===== src/rtl/mem_pkg.sv =====
// Shared memory-side encodings for the data cache controller
// and the future icache arbiter.
package mem_pkg;

    localparam logic [1:0] WIDTH_BYTE = 2'd0;
    localparam logic [1:0] WIDTH_HALF = 2'd1;
    localparam logic [1:0] WIDTH_WORD = 2'd2;

    localparam logic [1:0] IO_HI_REGION = 2'b11;

    typedef enum logic [1:0] {
        DC_IDLE,
        DC_ISSUE,
        DC_DRAIN,
        DC_DONE
    } dc_state_t;

    // Index of the final byte of an access; width 3 behaves as a word.
    function automatic logic [1:0] last_cnt(input logic [1:0] width);
        logic [1:0] r;
        case (width)
            WIDTH_BYTE: r = 2'd0;
            WIDTH_HALF: r = 2'd1;
            default:    r = 2'd3;
        endcase
        return r;
    endfunction

endpackage


===== src/rtl/dcache_controller_load_extender.sv =====
// Merges an in-flight read byte into the assembly word and
// sign/zero-extends the result to 32 bits.
module load_extender
    import mem_pkg::*;
(
    input  logic [31:0] asm_val,
    input  logic        pend,
    input  logic [1:0]  lane,
    input  logic [7:0]  din,
    input  logic [1:0]  width,
    input  logic        sign_ext,
    output logic [31:0] merged,
    output logic [31:0] ext_val
);

    always_comb begin
        merged = asm_val;
        if (pend) begin
            merged[{lane, 3'b000} +: 8] = din;
        end
    end

    always_comb begin
        ext_val = merged;
        case (width)
            WIDTH_BYTE: ext_val = {{24{sign_ext & merged[7]}}, merged[7:0]};
            WIDTH_HALF: ext_val = {{16{sign_ext & merged[15]}}, merged[15:0]};
            default:    ext_val = merged;
        endcase
    end

endmodule


===== src/rtl/dcache_controller.sv =====
// Byte-serial load/store unit between the LSB and the memory arbiter.
// Optional DCACHE_MISALIGN_CHECK_EN aborts on misaligned or width-3 requests.
module dcache_controller
    import mem_pkg::*;
#(
    parameter int         ADDR_W = 18,
    parameter logic [1:0] IO_HI  = IO_HI_REGION
) (
    input  logic              clk,
    input  logic              rst,
    input  logic              hci_rdy,
    input  logic              dcache_rw_en,
    input  logic              dcache_write_mode,
    input  logic [1:0]        dcache_width,
    input  logic              dcache_sign_ext,
    input  logic [ADDR_W-1:0] dcache_addr,
    input  logic [31:0]       dcache_value,
    output logic              dcache_idle,
    output logic              dcache_rw_feedback_en,
    output logic [31:0]       dcache_load_val,
    input  logic              io_buffer_full,
    output logic              mem_en,
    output logic              mem_wr,
    output logic [ADDR_W-1:0] mem_a,
    output logic [7:0]        mem_dout,
    input  logic [7:0]        mem_din
);

    dc_state_t         state;
    dc_state_t         state_n;
    logic [1:0]        cnt;
    logic [ADDR_W-1:0] addr_q;
    logic [1:0]        width_q;
    logic              mode_q;
    logic              sext_q;
    logic [31:0]       value_q;
    logic [31:0]       asm_q;
    logic              pend_q;
    logic [1:0]        lane_q;
    logic [31:0]       load_val_q;

    logic              accept;
    logic              io_stall;
    logic              is_last;
    logic [31:0]       merged;
    logic [31:0]       ext_val;

    assign accept = hci_rdy && dcache_rw_en &&
                    (state == DC_IDLE || state == DC_DONE);

    // Only stores into the IO window back-pressure on the IO sink.
    assign io_stall = mode_q && (addr_q[ADDR_W-1 -: 2] == IO_HI) &&
                      io_buffer_full;

    assign is_last = (cnt == last_cnt(width_q));

    assign mem_en   = hci_rdy && (state == DC_ISSUE) && !io_stall;
    assign mem_wr   = (state == DC_ISSUE) && mode_q;
    assign mem_a    = (state == DC_ISSUE) ? addr_q + ADDR_W'(cnt) : '0;
    assign mem_dout = (state == DC_ISSUE) ? value_q[{cnt, 3'b000} +: 8]
                                          : 8'h00;

    assign dcache_idle           = (state == DC_IDLE);
    assign dcache_rw_feedback_en = (state == DC_DONE);
    assign dcache_load_val       = load_val_q;

    load_extender u_ext (
        .asm_val  (asm_q),
        .pend     (pend_q),
        .lane     (lane_q),
        .din      (mem_din),
        .width    (width_q),
        .sign_ext (sext_q),
        .merged   (merged),
        .ext_val  (ext_val)
    );

    always_comb begin
        state_n = state;
        if (hci_rdy) begin
            case (state)
                DC_IDLE: begin
                    if (accept) state_n = DC_ISSUE;
                end
                DC_ISSUE: begin
                    if (mem_en && is_last) begin
                        state_n = mode_q ? DC_DONE : DC_DRAIN;
                    end
                end
                DC_DRAIN: state_n = DC_DONE;
                DC_DONE:  state_n = accept ? DC_ISSUE : DC_IDLE;
                default:  state_n = DC_IDLE;
            endcase
        end
    end

    always_ff @(posedge clk) begin
        if (rst) begin
            state      <= DC_IDLE;
            cnt        <= 2'd0;
            addr_q     <= '0;
            width_q    <= WIDTH_BYTE;
            mode_q     <= 1'b0;
            sext_q     <= 1'b0;
            value_q    <= 32'h0;
            asm_q      <= 32'h0;
            pend_q     <= 1'b0;
            lane_q     <= 2'd0;
            load_val_q <= 32'h0;
        end else begin
            state <= state_n;
            // Read bytes land regardless of hci_rdy on the following edge.
            asm_q  <= merged;
            pend_q <= mem_en && !mode_q;
            lane_q <= cnt;
            if (accept) begin
                addr_q  <= dcache_addr;
                width_q <= dcache_width;
                mode_q  <= dcache_write_mode;
                sext_q  <= dcache_sign_ext;
                value_q <= dcache_value;
                cnt     <= 2'd0;
            end else if (mem_en) begin
                cnt <= cnt + 2'd1;
            end
            if (hci_rdy && state == DC_DRAIN) begin
                load_val_q <= ext_val;
            end
        end
    end

`ifdef DCACHE_MISALIGN_CHECK_EN
    always_ff @(posedge clk) begin
        if (!rst && accept) begin
            if ((dcache_width == WIDTH_HALF && dcache_addr[0]) ||
                (dcache_width == WIDTH_WORD && dcache_addr[1:0] != 2'b00) ||
                (dcache_width == 2'd3)) begin
                $fatal(1, "dcache misaligned access addr=%h width=%0d",
                       dcache_addr, dcache_width);
            end
        end
    end
`else
`endif

endmodule


===== config.mk =====
export PLATFORM = sky130hd
export DESIGN_NAME = dcache_controller
export DESIGN_NICKNAME = d
export VERILOG_FILES = /design/src/rtl/mem_pkg.sv /design/src/rtl/dcache_controller_load_extender.sv /design/src/rtl/dcache_controller.sv
export SDC_FILE = /design/constraint.sdc
export NUM_CORES = 1
export LEC_CHECK = 0
export CAP_MARGIN = 20
export CORE_MARGIN = 10
export CORE_UTILIZATION = 50
export CTS_CLUSTER_SIZE = 40
export DETAILED_ROUTE_END_ITERATION = 16
export PLACE_DENSITY = 0.79
export SYNTH_ARGS = -nofsm -noshare
export SYNTH_HDL_FRONTEND = slang
export SYNTH_HIERARCHICAL = 1
export SYNTH_SLANG_ARGS = --single-unit

===== constraint.sdc =====
create_clock -name clk -period 3.7 [get_ports clk]
set_input_delay 0.37 -clock clk [delete_from_list [all_inputs] [get_ports clk]]
set_output_delay 0.37 -clock clk [all_outputs]
set_load 0.05 [all_outputs]

; ---- Word level (Yosys, flattened, before mapping)
; Cells that the tools add are included.
[op_classes]
add_sub_neg = 3
eq_ne = 8
n_shift = 3
n_mux = 11
bitwise = 2
reduce_logical = 17
[op_table]
columns = operator, count
row1 = one-hot mux 32 bit (2 select lines), 1
row2 = bitwise mux 32 bit, 1
row3 = two-way mux 32 bit, 1
row4 = "variable shift 8 x 7 -> 32 bit, first input constant", 1
row5 = indexed part select 32 x 6 -> 8 bit, 1
row6 = indexed part select 8 x 7 -> 32 bit, 1
row7 = adder 18 x 2 -> 18 bit, 1
row8 = two-way mux 18 bit, 1
row9 = logical AND 1 bit, 10
row10 = two-way mux 8 bit, 1
row11 = one-hot mux 2 bit (4 select lines), 1
row12 = negator 5 -> 7 bit, 1
row13 = "equality test 2 bit, second input constant", 3
row14 = "equality test 2 x 1 -> 1 bit, second input constant", 2
row15 = zero test 2 bit, 2
row16 = two-way mux 2 bit, 2
row17 = "!= test 2 x 1 -> 1 bit, second input constant", 2
row18 = one-hot mux 2 bit (2 select lines), 1
row19 = AND reduction 3 bit, 1
row20 = "adder 2 x 1 -> 2 bit, second input constant", 1
row21 = bitwise AND 1 bit, 2
row22 = equality test 2 bit, 1
row23 = zero test 1 bit, 2
row24 = two-way mux 1 bit, 2
row25 = other kinds (2), 2
[totals]
ff_bits = 125
input_bits = 67
output_inout_bits = 62
wordCells = 55

; ---- Longest topological paths before layout
; Gate-level depths: netlist of the first run.
[logic_depth]
ltp_word = 8
mapped_depth = 9
ltp_nobuf = 8

; ---- Hierarchy
; Netlist of the first run, hierarchy kept.
[by_module_without_submodules]
columns = module, instances, cells_each, area_per_inst_um2
row1 = dcache_controller, 1, 575, 4872.2
row2 = load_extender, 1, 132, 1001.0

; ---- Least setup slack after synthesis of the first run
; OpenSTA, ideal clock, no wires.
[synth_path]
kind = flip-flop to output port
from = register cnt[0]
to = output port mem_a[8]
t_arrival_ns = 2.157
required_time_ns = 3.330
slack_ns = 1.173
path_stages_with_launch = 6
path_cell_list = dfxtp_1 > ha_1 > fa_1 > nand4_2 > or3_1 > a21oi_1
[synth_via]
elab_chain_len = 2
[synth_lines]
columns = item, line
row1 = from (decl), dcache_controller.sv:31  ; logic [1:0] cnt;
row2 = from (signal assigned), dcache_controller.sv:124  ; cnt <= cnt + 2'd1;
row3 = adder 18 x 2 -> 18 bit, dcache_controller.sv:59  ; assign mem_a = (state == DC_ISSUE) ? addr_q + ADDR_W'(cnt) : '0;
row4 = two-way mux 18 bit, dcache_controller.sv:59
row5 = to (decl), dcache_controller.sv:24  ; output logic [ADDR_W-1:0] mem_a,
; Every way passes these cells.

; ---- Worst setup path after layout of the first run
[layout_path]
from = register addr_q[0]
to = output port mem_a[14]
[layout_via]
elab_chain_len = 2
[layout_lines]
columns = item, line
row1 = from (decl), dcache_controller.sv:32  ; logic [ADDR_W-1:0] addr_q;
row2 = from (signal assigned), dcache_controller.sv:117  ; addr_q <= dcache_addr;
row3 = adder 18 x 2 -> 18 bit, dcache_controller.sv:59
row4 = two-way mux 18 bit, dcache_controller.sv:59
; Every way passes these cells.

==> flow_summary.ini, run 1 <==
[run_status]
status = complete, no violations

[synth]
ys_seq_elements = 125
synthCells = 707
synthXorXnorAreaFrac_pct = 2.237
synth.distinct_cells = 49
postSynthAreaPerCell_um2 = 8.307
synthAdderAreaFrac_pct = 2.684
synthMuxAreaShare_pct = 3.579
yosys.area_share.simple_pct = 24.12
synth_top_family_by_area = simple AND/OR/NAND/NOR gates
synth_edf_count = 0
async_flop_share_pct = 0
synth_nets = 786
synth-compound-area-share_pct = 18.75
synthFlopType = dfxtp_1
yosys_warnings = 6
synth-seq-area-share_pct = 42.61
synth_area_um2 = 5873

[placed_design]
portBuffers = 128
place_congestion = 0.8885
hpwl_um = 11620

[floorplan]
die_height_um = 128.4
die_x_um = 128.4
die-area_um2 = 16480
io_pins = 129
initial_core_util_pct = 51.22
num_rows = 39
core_um2 = 11470

[sta]
slew_viol_final = 0
period_share_pct = 87.33
max_slew_margin_pct = 29.43
skew_ps = 9.377
grt_setup_unrepaired = false
fmax_mhz = 309.5
hold_violations = 0
finalSetupViolCount = 0
fin_setup_tns_ps = 0
min_period_ps = 3231
worstMarginPinSlew_ps = 1059

[setup_path]
cp_max_fo = 7
r2r_slack_ps = 1200
cp-startpoint = addr_q[0]
cp-start-kind = register
r2r-end = dcache_load_val[28]
crit_type = register to output port
cpPeakStageDelay_ps = 820
critical_path_arrival_ps = 2860
cp_slowest_cell = clkdlybuf4s50_1
path_cells = ha_1, fa_1, nand4_2, nor4_1, xnor2_1, nor2_1, clkdlybuf4s50_1
crit_end = mem_a[14]
end_kind = output port
required_ps = 3330
r2r_cells = 8
reg2reg_from = lane_q[0]

[routing]
drtIter0Drc = 332
drt_pass1_iterations = 5
avgRoutedWirePerCell_um = 16.94
ant_nets = 0
num_vias = 5284
vias_per_cell = 5.481
drt_wl_total_um = 16330
drc_errors = 0

[pwr]
power_leakage_uw = 0.002769
power_switching_uw = 1262
power_frac_comb_pct = 22.9
ir_drop_v = 0.0003387
power_frac_clock_pct = 39.0
netSwitchingFraction_pct = 31.43
powerDensity_nw_per_um2 = 521.3
p_total_uw = 4016
intPower_uw = 2753
seqPwrFrac_pct = 38.1

[clock_tree]
cts.sinks = 125
clk_pin_slew_ps = 60
numCtsBuffers = 17
clk_latency_ps = 410
cts_tree = yes
clockBufferDepth = 2
cts_resized = 0
cts_root_buf = clkbuf_16
cts_setup_buffers = 0
hold_buffers = 0
cts_max_level = 4

[cells_and_area]
area_delta_synth_final_pct = 31.15
utilization_pct = 67.17
final_cell_mix = nand2_1, clkdlybuf4s50_1, dfxtp_1, a21oi_1, nor2b_1
fill_cells = 932
drive_gt1_share_pct = 8.537
final_common_cell = nand2_1
nNetsFinal = 886

[global_routing]
grtUsageTotal_pct = 19.50
grt_pass1_vias = 5270
grt_pass1_wl_um = 26340
antenna_found_initial = 1
grt_start_max_net_pins = 105
grt_overflow_total = 0

[run]
drv_cap = 0

[worst_hold_path]
hold_path_class = register to register
==> worst min path at each step <==
| stage | from | to | slack [ps] | cells past startpoint |
|---|---|---|---|---|
| 6_report | value_q[10] | value_q[10] | 460 | 2 |
| 5_1_grt | dcache_load_val[26] | dcache_load_val[26] | 480 | 2 |
| 4_1_cts | value_q[10] | value_q[10] | 460 | 2 |
| 3_5_place_dp | value_q[10] | value_q[10] | 450 | 2 |
| 3_3_place_gp | value_q[25] | value_q[25] | 440 | 2 |
| 2_1_floorplan | value_q[10] | value_q[10] | 430 | 2 |
==> flip-flops by register name (all words and copies together) (netlist names) <==
register         flops
dcache_load_val     32
addr_q              18
width_q              2
value_q             32
pend_q               1
lane_q               2
state                2
sext_q               1
cnt                  2
asm_q               32
mode_q               1
==> power by group through the flow <==
stage | Clock, uW | Combinational (uW) | Sequential [uW]
detailed placement | 0 | 905 | 1560
global placement | 0 | 890 | 1550
finish | 1570 | 919 | 1530
CTS | 1580 | 912 | 1530
floorplan | 0 | 650 | 1540
global route | 1650 | 997 | 1540
==> area by class of cell <==
class | instances | area, um2 | share of cell area, %
Antenna cell | 1 | 2.502 | 0.03249
Clock buffer | 19 | 452.9 | 5.880
Clock inverter | 13 | 117.6 | 1.527
Inverter | 19 | 71.32 | 0.9259
Multi-Input combinational cell | 508 | 3018 | 39.18
Sequential cell | 125 | 2502 | 32.49
Tap cell | 143 | 178.9 | 2.323
Timing Repair Buffer | 136 | 1359 | 17.64
==> critical path, delay by kind of cell (launching register included) <==
family / cells / cell delay, ps
xor gates and xnor gates: 1 / 110
DFF: 1 / 330
adders and majority gates: 2 / 440
and+or+nand+nor: 3 / 740
buffers and inverters: 1 / 820
==> metal layers <==
| metal | wire length, um | GRT usage, % | vias to the layer above | share of wire, % |
|---|---|---|---|---|
| met5 | 0 | 0 | - | 0 |
| met1 | 7058 | 23.67 | 2494 | 43 |
| met4 | 272 | 6.225 | 0 | 1.7 |
| met2 | 7997 | 32.58 | 165 | 49 |
| li1 | - | - | 2606 | - |
| met3 | 1000 | 5.626 | 19 | 6.1 |
==> Yosys cell counts, types with 2 or more instances <==
| cell type | n | area [um2] |
|---|---|---|
| dfxtp_1 | 125 | 2502 |
| nor2_1 | 17 | 63.81 |
| nand4_2 | 2 | 25.02 |
| a22o_1 | 22 | 192.7 |
| and3b_1 | 2 | 17.52 |
| inv_1 | 19 | 71.32 |
| mux4_2 | 8 | 180.2 |
| nand3_1 | 9 | 45.04 |
| a22oi_1 | 7 | 52.55 |
| xnor2_1 | 12 | 105.1 |
| nor3_2 | 2 | 20.02 |
| o21ai_2 | 10 | 87.58 |
| a221oi_1 | 15 | 131.4 |
| or3_1 | 2 | 12.51 |
| and2_1 | 15 | 93.84 |
| buf_4 | 10 | 75.07 |
| buf_1 | 2 | 7.510 |
| nand2b_1 | 7 | 43.79 |
| o21ai_0 | 17 | 85.08 |
| nor2b_1 | 40 | 250.2 |
| nor3_1 | 7 | 35.03 |
| xor2_1 | 3 | 26.28 |
| buf_2 | 12 | 60.06 |
| nand4_1 | 3 | 18.77 |
| a21oi_1 | 89 | 445.4 |
| nor4_1 | 4 | 25.02 |
| nand3b_1 | 2 | 15.01 |
| mux2i_1 | 3 | 30.03 |
| ha_1 | 11 | 137.6 |
| nand2_1 | 183 | 686.9 |
| clkbuf_1 | 29 | 108.9 |
==> through the flow <==
stage	worst slack [ps]	cell area, um2	hold slack (ps)	instances
final	468.8	7702	455.5	964
after CTS	475.9	7685	455.6	962
after global placement	1005	7114	439.9	930
after floorplan	1173	5873	433.1	707
after global routing	313.1	7702	478.7	964
after detailed placement	912.4	7114	447.8	930
==> cells by family (layout without fill, tap and decap cells) <==
logic type | count (synthesis) | count (layout)
multiplexers | 11 | 11
XOR/XNOR | 15 | 15
buffers and inverters | 74 | 187
other | 0 | 1
AO/OA/AOI/OAI | 170 | 170
AND/OR/NAND/NOR | 300 | 300
adder cells (fa/ha/maj) | 12 | 12
flip-flops | 125 | 125
(Power assumes the default switching activity.)
==> run 2: changes to the inputs <==
--- a/config.mk
+++ b/config.mk
@@ -5,11 +5,13 @@
 export SDC_FILE = /design/constraint.sdc
 export NUM_CORES = 1
 export LEC_CHECK = 0
+export ABC_CLOCK_PERIOD_IN_PS = 3700
 export CAP_MARGIN = 20
 export CORE_MARGIN = 10
 export CORE_UTILIZATION = 50
 export CTS_CLUSTER_SIZE = 40
 export DETAILED_ROUTE_END_ITERATION = 16
+export GPL_ROUTABILITY_DRIVEN = 0
 export PLACE_DENSITY = 0.79
 export SYNTH_ARGS = -nofsm -noshare
 export SYNTH_HDL_FRONTEND = slang
==> constraint.sdc (replaced) <==
create_clock -name clk -period 3.7 [get_ports clk]
set_input_delay 1.11 -clock clk [delete_from_list [all_inputs] [get_ports clk]]
set_output_delay 1.11 -clock clk [all_outputs]
set_load 0.05 [all_outputs]
==> run 2 against run 1 <==
Net effect: hold slack lost 3.0 ps; worst setup slack lost 340 ps; sequential share of layout area shrank 1.1 points; first-iteration DRC count grew 15%.
==> flow_summary.ini, run 2 (same netlist as run 1, synthesis figures left out) <==
[clock_tree]
numCtsBuffers = 17
cts_setup_buffers = 0
clk_latency_ps = 410
clockBufferDepth = 2
cts_root_buf = clkbuf_16
cts_tree = yes
clk_pin_slew_ps = 60
cts_max_level = 4
hold_buffers = 0
cts.sinks = 125

[floorplan]
num_rows = 39
die_x_um = 128.4
die-area_um2 = 16480
initial_core_util_pct = 51.22
io_pins = 129
core_um2 = 11470
die_height_um = 128.4

[sta]
min_period_ps = 3568
period_share_pct = 96.43
finalSetupViolCount = 0
slew_viol_final = 0
max_slew_margin_pct = 45.26
fin_setup_tns_ps = 0
skew_ps = 7.404
grt_setup_unrepaired = false
fmax_mhz = 280.3
worstMarginPinSlew_ps = 817.7
hold_violations = 0

[setup_path]
end_kind = output port
r2r-end = dcache_load_val[28]
critical_path_arrival_ps = 2460
r2r_cells = 8
required_ps = 2590
crit_type = register to output port
reg2reg_from = lane_q[0]
crit_end = mem_a[14]
cp-startpoint = cnt[0]
r2r_slack_ps = 1030
cp_max_fo = 7
cp-start-kind = register

[cells_and_area]
final_common_cell = nand2_1
final_cell_mix = nand2_1, dfxtp_1, clkdlybuf4s50_1, a21oi_1, nor2b_1
nNetsFinal = 890
area_delta_synth_final_pct = 35.79
antenna_cells = 0
drive_gt1_share_pct = 11.41

[routing]
ant_nets = 0
avgRoutedWirePerCell_um = 17.69
drc_errors = 0
num_vias = 5481
drt_pass1_iterations = 5
drtIter0Drc = 381
vias_per_cell = 5.668
drt_wl_total_um = 17110

[global_routing]
antenna_found_initial = 0
grt_pass1_vias = 5555
grt_start_max_net_pins = 81
grt_pass1_wl_um = 27740
grt_overflow_total = 0
grtUsageTotal_pct = 20.39

[pwr]
power_switching_uw = 1320
intPower_uw = 3096
powerDensity_nw_per_um2 = 553.7
power_frac_comb_pct = 21.6
netSwitchingFraction_pct = 29.89
p_total_uw = 4416
power_leakage_uw = 0.002915
ir_drop_v = 0.0003087
seqPwrFrac_pct = 34.8
power_frac_clock_pct = 43.5

[run]
drv_cap = 0

[placed_design]
hpwl_um = 11860
portBuffers = 128

[run_status]
status = complete, no violations

[worst_hold_path]
hold_path_class = register to register
-- run 2: cell types whose count changed in the layout (fill, tap and decap cells not counted), sizes merged --
cell | previous run | this run
buf | 9 | 30
bufinv | 1 | 6
clkbuf | 19 | 17
clkdlybuf4s50 | 127 | 110
clkinv | 6 | 3
clkinvlp | 5 | 2
diode | 1 | 0
inv | 20 | 23
-- run 2: worst max-delay path: stages, from the launching register on --
cell and delay (ps):
dfxtp_2 430, ha_1 240, fa_1 270, nand4_2 230
nor4_1 410, xnor2_1 110, nor2_1 190, buf_12 170
-- run 2: power groups by stage --
stage | registers, uW | logic (uW) | clock network, uW
6_report | 1540 | 955 | 1920
3_3_place_gp | 1560 | 917 | 0
4_1_cts | 1540 | 952 | 1940
5_1_grt | 1550 | 1030 | 2000
3_5_place_dp | 1560 | 938 | 0
2_1_floorplan | 1540 | 650 | 0
-- run 2: worst min-delay path by stage --
stage                startpoint           to  slack, ps  depth (start not counted)
global placement    value_q[10]  value_q[10]        440                          2
global route        value_q[11]  value_q[11]        470                          2
finish              value_q[11]  value_q[11]        450                          2
detailed placement  value_q[11]  value_q[11]        450                          2
floorplan           value_q[10]  value_q[10]        430                          2
CTS                 value_q[11]  value_q[11]        450                          2
-- run 2: repair_timing --
item	4_1_cts	5_1_grt
endpoints found under the hold margin	0	0
resized for setup	1	2
setup endpoints to repair	20	8
pin swaps	0	0
-- run 2: per-layer routing --
metal | part of all wire [%] | routed length (um) | global-route usage (%) | up-vias
li1 | - | - | - | 2609
met1 | 38 | 6566 | 22.93 | 2628
met2 | 51 | 8673 | 34.28 | 216
met3 | 8.1 | 1379 | 6.899 | 28
met4 | 2.8 | 486 | 9.205 | 0
met5 | 0 | 0 | 0 | -
-- run 2: area by class of cell --
class,count,area [um2]
multi-input combinational,508,3022
inverter,19,71.32
clock buffer,17,425.4
fill,871,3492
timing repair buffer,140,1514
tap,143,178.9
sequential,125,2505
clock inverter,15,259.0
-- run 2: per-stage QoR --
| stage | hold WS, ps | util (%) | std cells | cell area [um2] | setup WS, ps |
|---|---|---|---|---|---|
| 4_1_cts | 453.8 | 69.50 | 967 | 7970 | 5.368 |
| 3_5_place_dp | 445.9 | 63.52 | 935 | 7284 | 200.3 |
| 5_1_grt | 473.9 | 69.55 | 967 | 7975 | 0.6251 |
| 2_1_floorplan | 433.1 | - | 707 | 5873 | 433.2 |
| 3_3_place_gp | 439.2 | 63.52 | 935 | 7284 | 324.3 |
| 6_report | 452.5 | 69.55 | 967 | 7975 | 132.3 |
==> run 3: changes to the inputs <==
--- a/config.mk
+++ b/config.mk
@@ -12,8 +12,7 @@
 export CTS_CLUSTER_SIZE = 40
 export DETAILED_ROUTE_END_ITERATION = 16
 export GPL_ROUTABILITY_DRIVEN = 0
-export PLACE_DENSITY = 0.79
+export PLACE_DENSITY = 0.8
 export SYNTH_ARGS = -nofsm -noshare
 export SYNTH_HDL_FRONTEND = slang
-export SYNTH_HIERARCHICAL = 1
 export SYNTH_SLANG_ARGS = --single-unit
==> run 3 against run 2 <==
Net effect: largest power group unchanged; non-clock buffer count did not move; first-iteration DRC count unchanged; critical endpoint is now mem_wr; final cell count fell by 5.3%; critical path type unchanged; area after synthesis down 6.9%.
==> flow_summary.ini, run 3 <==
[clock_tree]
cts_max_level = 4
cts.sinks = 125
hold_buffers = 0
clk_pin_slew_ps = 60
clk_latency_ps = 520
numCtsBuffers = 17
cts_tree = yes
clockBufferDepth = 2
cts_root_buf = clkbuf_8

[synth]
synth_area_leaders = dfxtp_1, nand2_1, a21oi_1
synthCells = 650
synth_most_common_cell = nand2_1
yosys.area_share.simple_pct = 23.03
netlist.area_leader.share_pct = 45.75
synth_nets = 729
async_flop_share_pct = 0
synth-seq-area-share_pct = 45.75
synthXorXnorAreaFrac_pct = 2.402
synthAdderAreaFrac_pct = 2.882
synth_top_family_by_area = simple AND/OR/NAND/NOR gates
postSynthAreaPerCell_um2 = 8.416
synth_top_cell_by_area = dfxtp_1
yosys_warnings = 0
ys_seq_elements = 125
synth.distinct_cells = 49
synthMuxAreaShare_pct = 3.843
synth-compound-area-share_pct = 18.07
synthFlopType = dfxtp_1
synth_edf_count = 0
synth_common_cells = nand2_1, dfxtp_1, a21oi_1, clkbuf_1, and2_1
synth_area_um2 = 5470

[sta]
max_slew_margin_pct = 49.75
finalSetupViolCount = 0
fmax_mhz = 280.6
hold_violations = 0
min_period_ps = 3564
period_share_pct = 96.33
fin_setup_tns_ps = 0
worstMarginPinSlew_ps = 753.8
skew_ps = 11.00
grt_setup_unrepaired = false
slew_viol_final = 0

[cells_and_area]
final_cell_mix = nand2_1, dfxtp_1, clkdlybuf4s50_1, a21oi_1, and2_1
final_common_cell = nand2_1
antenna_cells = 0
area_delta_synth_final_pct = 39.89
fin_area_um2 = 7652
drive_gt1_share_pct = 10.44
fill_cells = 827
nNetsFinal = 842

[pwr]
ir_drop_v = 0.0002868
power_switching_uw = 1151
powerDensity_nw_per_um2 = 503.0
power_frac_clock_pct = 42.8
seqPwrFrac_pct = 39.0
power_frac_comb_pct = 18.2
p_total_uw = 3849
netSwitchingFraction_pct = 29.89
power_leakage_uw = 0.002849
intPower_uw = 2699

[setup_path]
crit_type = register to output port
crit_buf_inv = 2
cp-start-kind = register
reg2reg_from = lane_q[0]
path_cells = inv_1, ha_1, and2_1, clkdlybuf4s50_1
required_ps = 2590
r2r-end = dcache_load_val[17]
r2r_cells = 6
cp_num_cells = 4
cp_slowest_cell = clkdlybuf4s50_1
critical_path_arrival_ps = 2450
r2r_slack_ps = 1270
critPathTopFamily = buffers and inverters
end_kind = output port
crit_end = mem_wr
cp-startpoint = state[1]
cpPeakStageDelay_ps = 840
cp_max_fo = 12

[worst_hold_path]
hold_path_class = register to register

[floorplan]
num_rows = 38
die-area_um2 = 15520
core_um2 = 10790
die_height_um = 124.6
io_pins = 129
initial_core_util_pct = 50.68
die_x_um = 124.6

[routing]
drt_pass1_iterations = 5
drc_errors = 0
avgRoutedWirePerCell_um = 16.94
vias_per_cell = 5.536
drt_wl_total_um = 15510
num_vias = 5071
drtIter0Drc = 381
ant_nets = 0

[global_routing]
grt_pass1_wl_um = 25330
antenna_found_initial = 0
grtUsageTotal_pct = 19.58
grt_overflow_total = 0
grt_pass1_vias = 5179
grt_start_max_net_pins = 73

[run_status]
status = complete, no violations

[placed_design]
placed_cell_area_um2 = 7002
hpwl_um = 10720
portBuffers = 128

[run]
drv_cap = 0
run 3: cell types whose count changed in the layout (fill, tap and decap cells not counted), sizes merged, moves of 5 or more:
cell,delta
a221oi,-14
a22o,-22
a32o,+9
and2,+20
and3,+5
clkdlybuf4s50,-5
inv,-7
nand2,-40
nand3,+8
nor2,+8
nor2b,-33
o21ai,+5
o2bb2ai,+12
run 3: worst min-delay path by stage:
stage,start,to,slack [ps],cells past startpoint
global route,value_q[8],value_q[8],480,2
finish,value_q[24],value_q[24],450,2
CTS,value_q[23],value_q[23],460,2
detailed placement,value_q[23],value_q[23],450,2
global placement,value_q[4],value_q[4],440,2
floorplan,value_q[16],value_q[16],430,2
run 3: cell type report:
cell class	instances	area (um2)	area share, %
sequential	125	2504	32.72
inverter	11	41.29	0.5396
multi-input combinational	468	2803	36.63
timing repair buffer	140	1544	20.18
clock inverter	14	157.7	2.060
tap	140	175.2	2.289
clock buffer	18	427.9	5.592
run 3: kinds of logic after synthesis:
kind of cell | count (synthesis)
xor+xnor | 15
fa+ha+maj | 12
mux | 11
simple gates | 268
buf+inv | 57
flops | 125
compound gates | 162
run 3: repair_timing:
| item | in CTS | in global routing |
|---|---|---|
| endpoints found under the setup margin | 9 | 6 |
| resized for setup | 4 | 9 |
| pin swaps | 0 | 1 |
| buffers inserted | 0 | 0 |
run 3: worst min-delay path, stage by stage, from the launching register on:
cell,delay [ps]
dfxtp_1,310
nand2_1,50
a21oi_1,50
run 3: layer usage:
| metal | global-route usage [%] | routed length (um) | vias up |
|---|---|---|---|
| li1 | - | - | 2463 |
| met1 | 21.83 | 6407 | 2411 |
| met2 | 33.28 | 7648 | 171 |
| met3 | 7.532 | 1159 | 26 |
| met4 | 6.785 | 297 | 0 |
| met5 | 0 | 0 | - |
run 3: through the flow:
stage	utilization [%]	setup WS, ps	instances	hold slack (ps)
CTS	70.51	5.636	916	455.4
global route	70.90	3.981	916	478.8
finish	70.90	135.9	916	454.1
floorplan	-	294.9	650	433.1
detailed placement	64.87	327.1	884	446.8
global placement	64.87	384.6	884	440.9
run 3: power by group through the flow:
stage	logic (uW)	clock network [uW]	registers [uW]
detailed placement	695	0	1530
floorplan	356	0	1590
finish	702	1650	1500
CTS	703	1660	1500
global route	755	1730	1510
global placement	681	0	1520
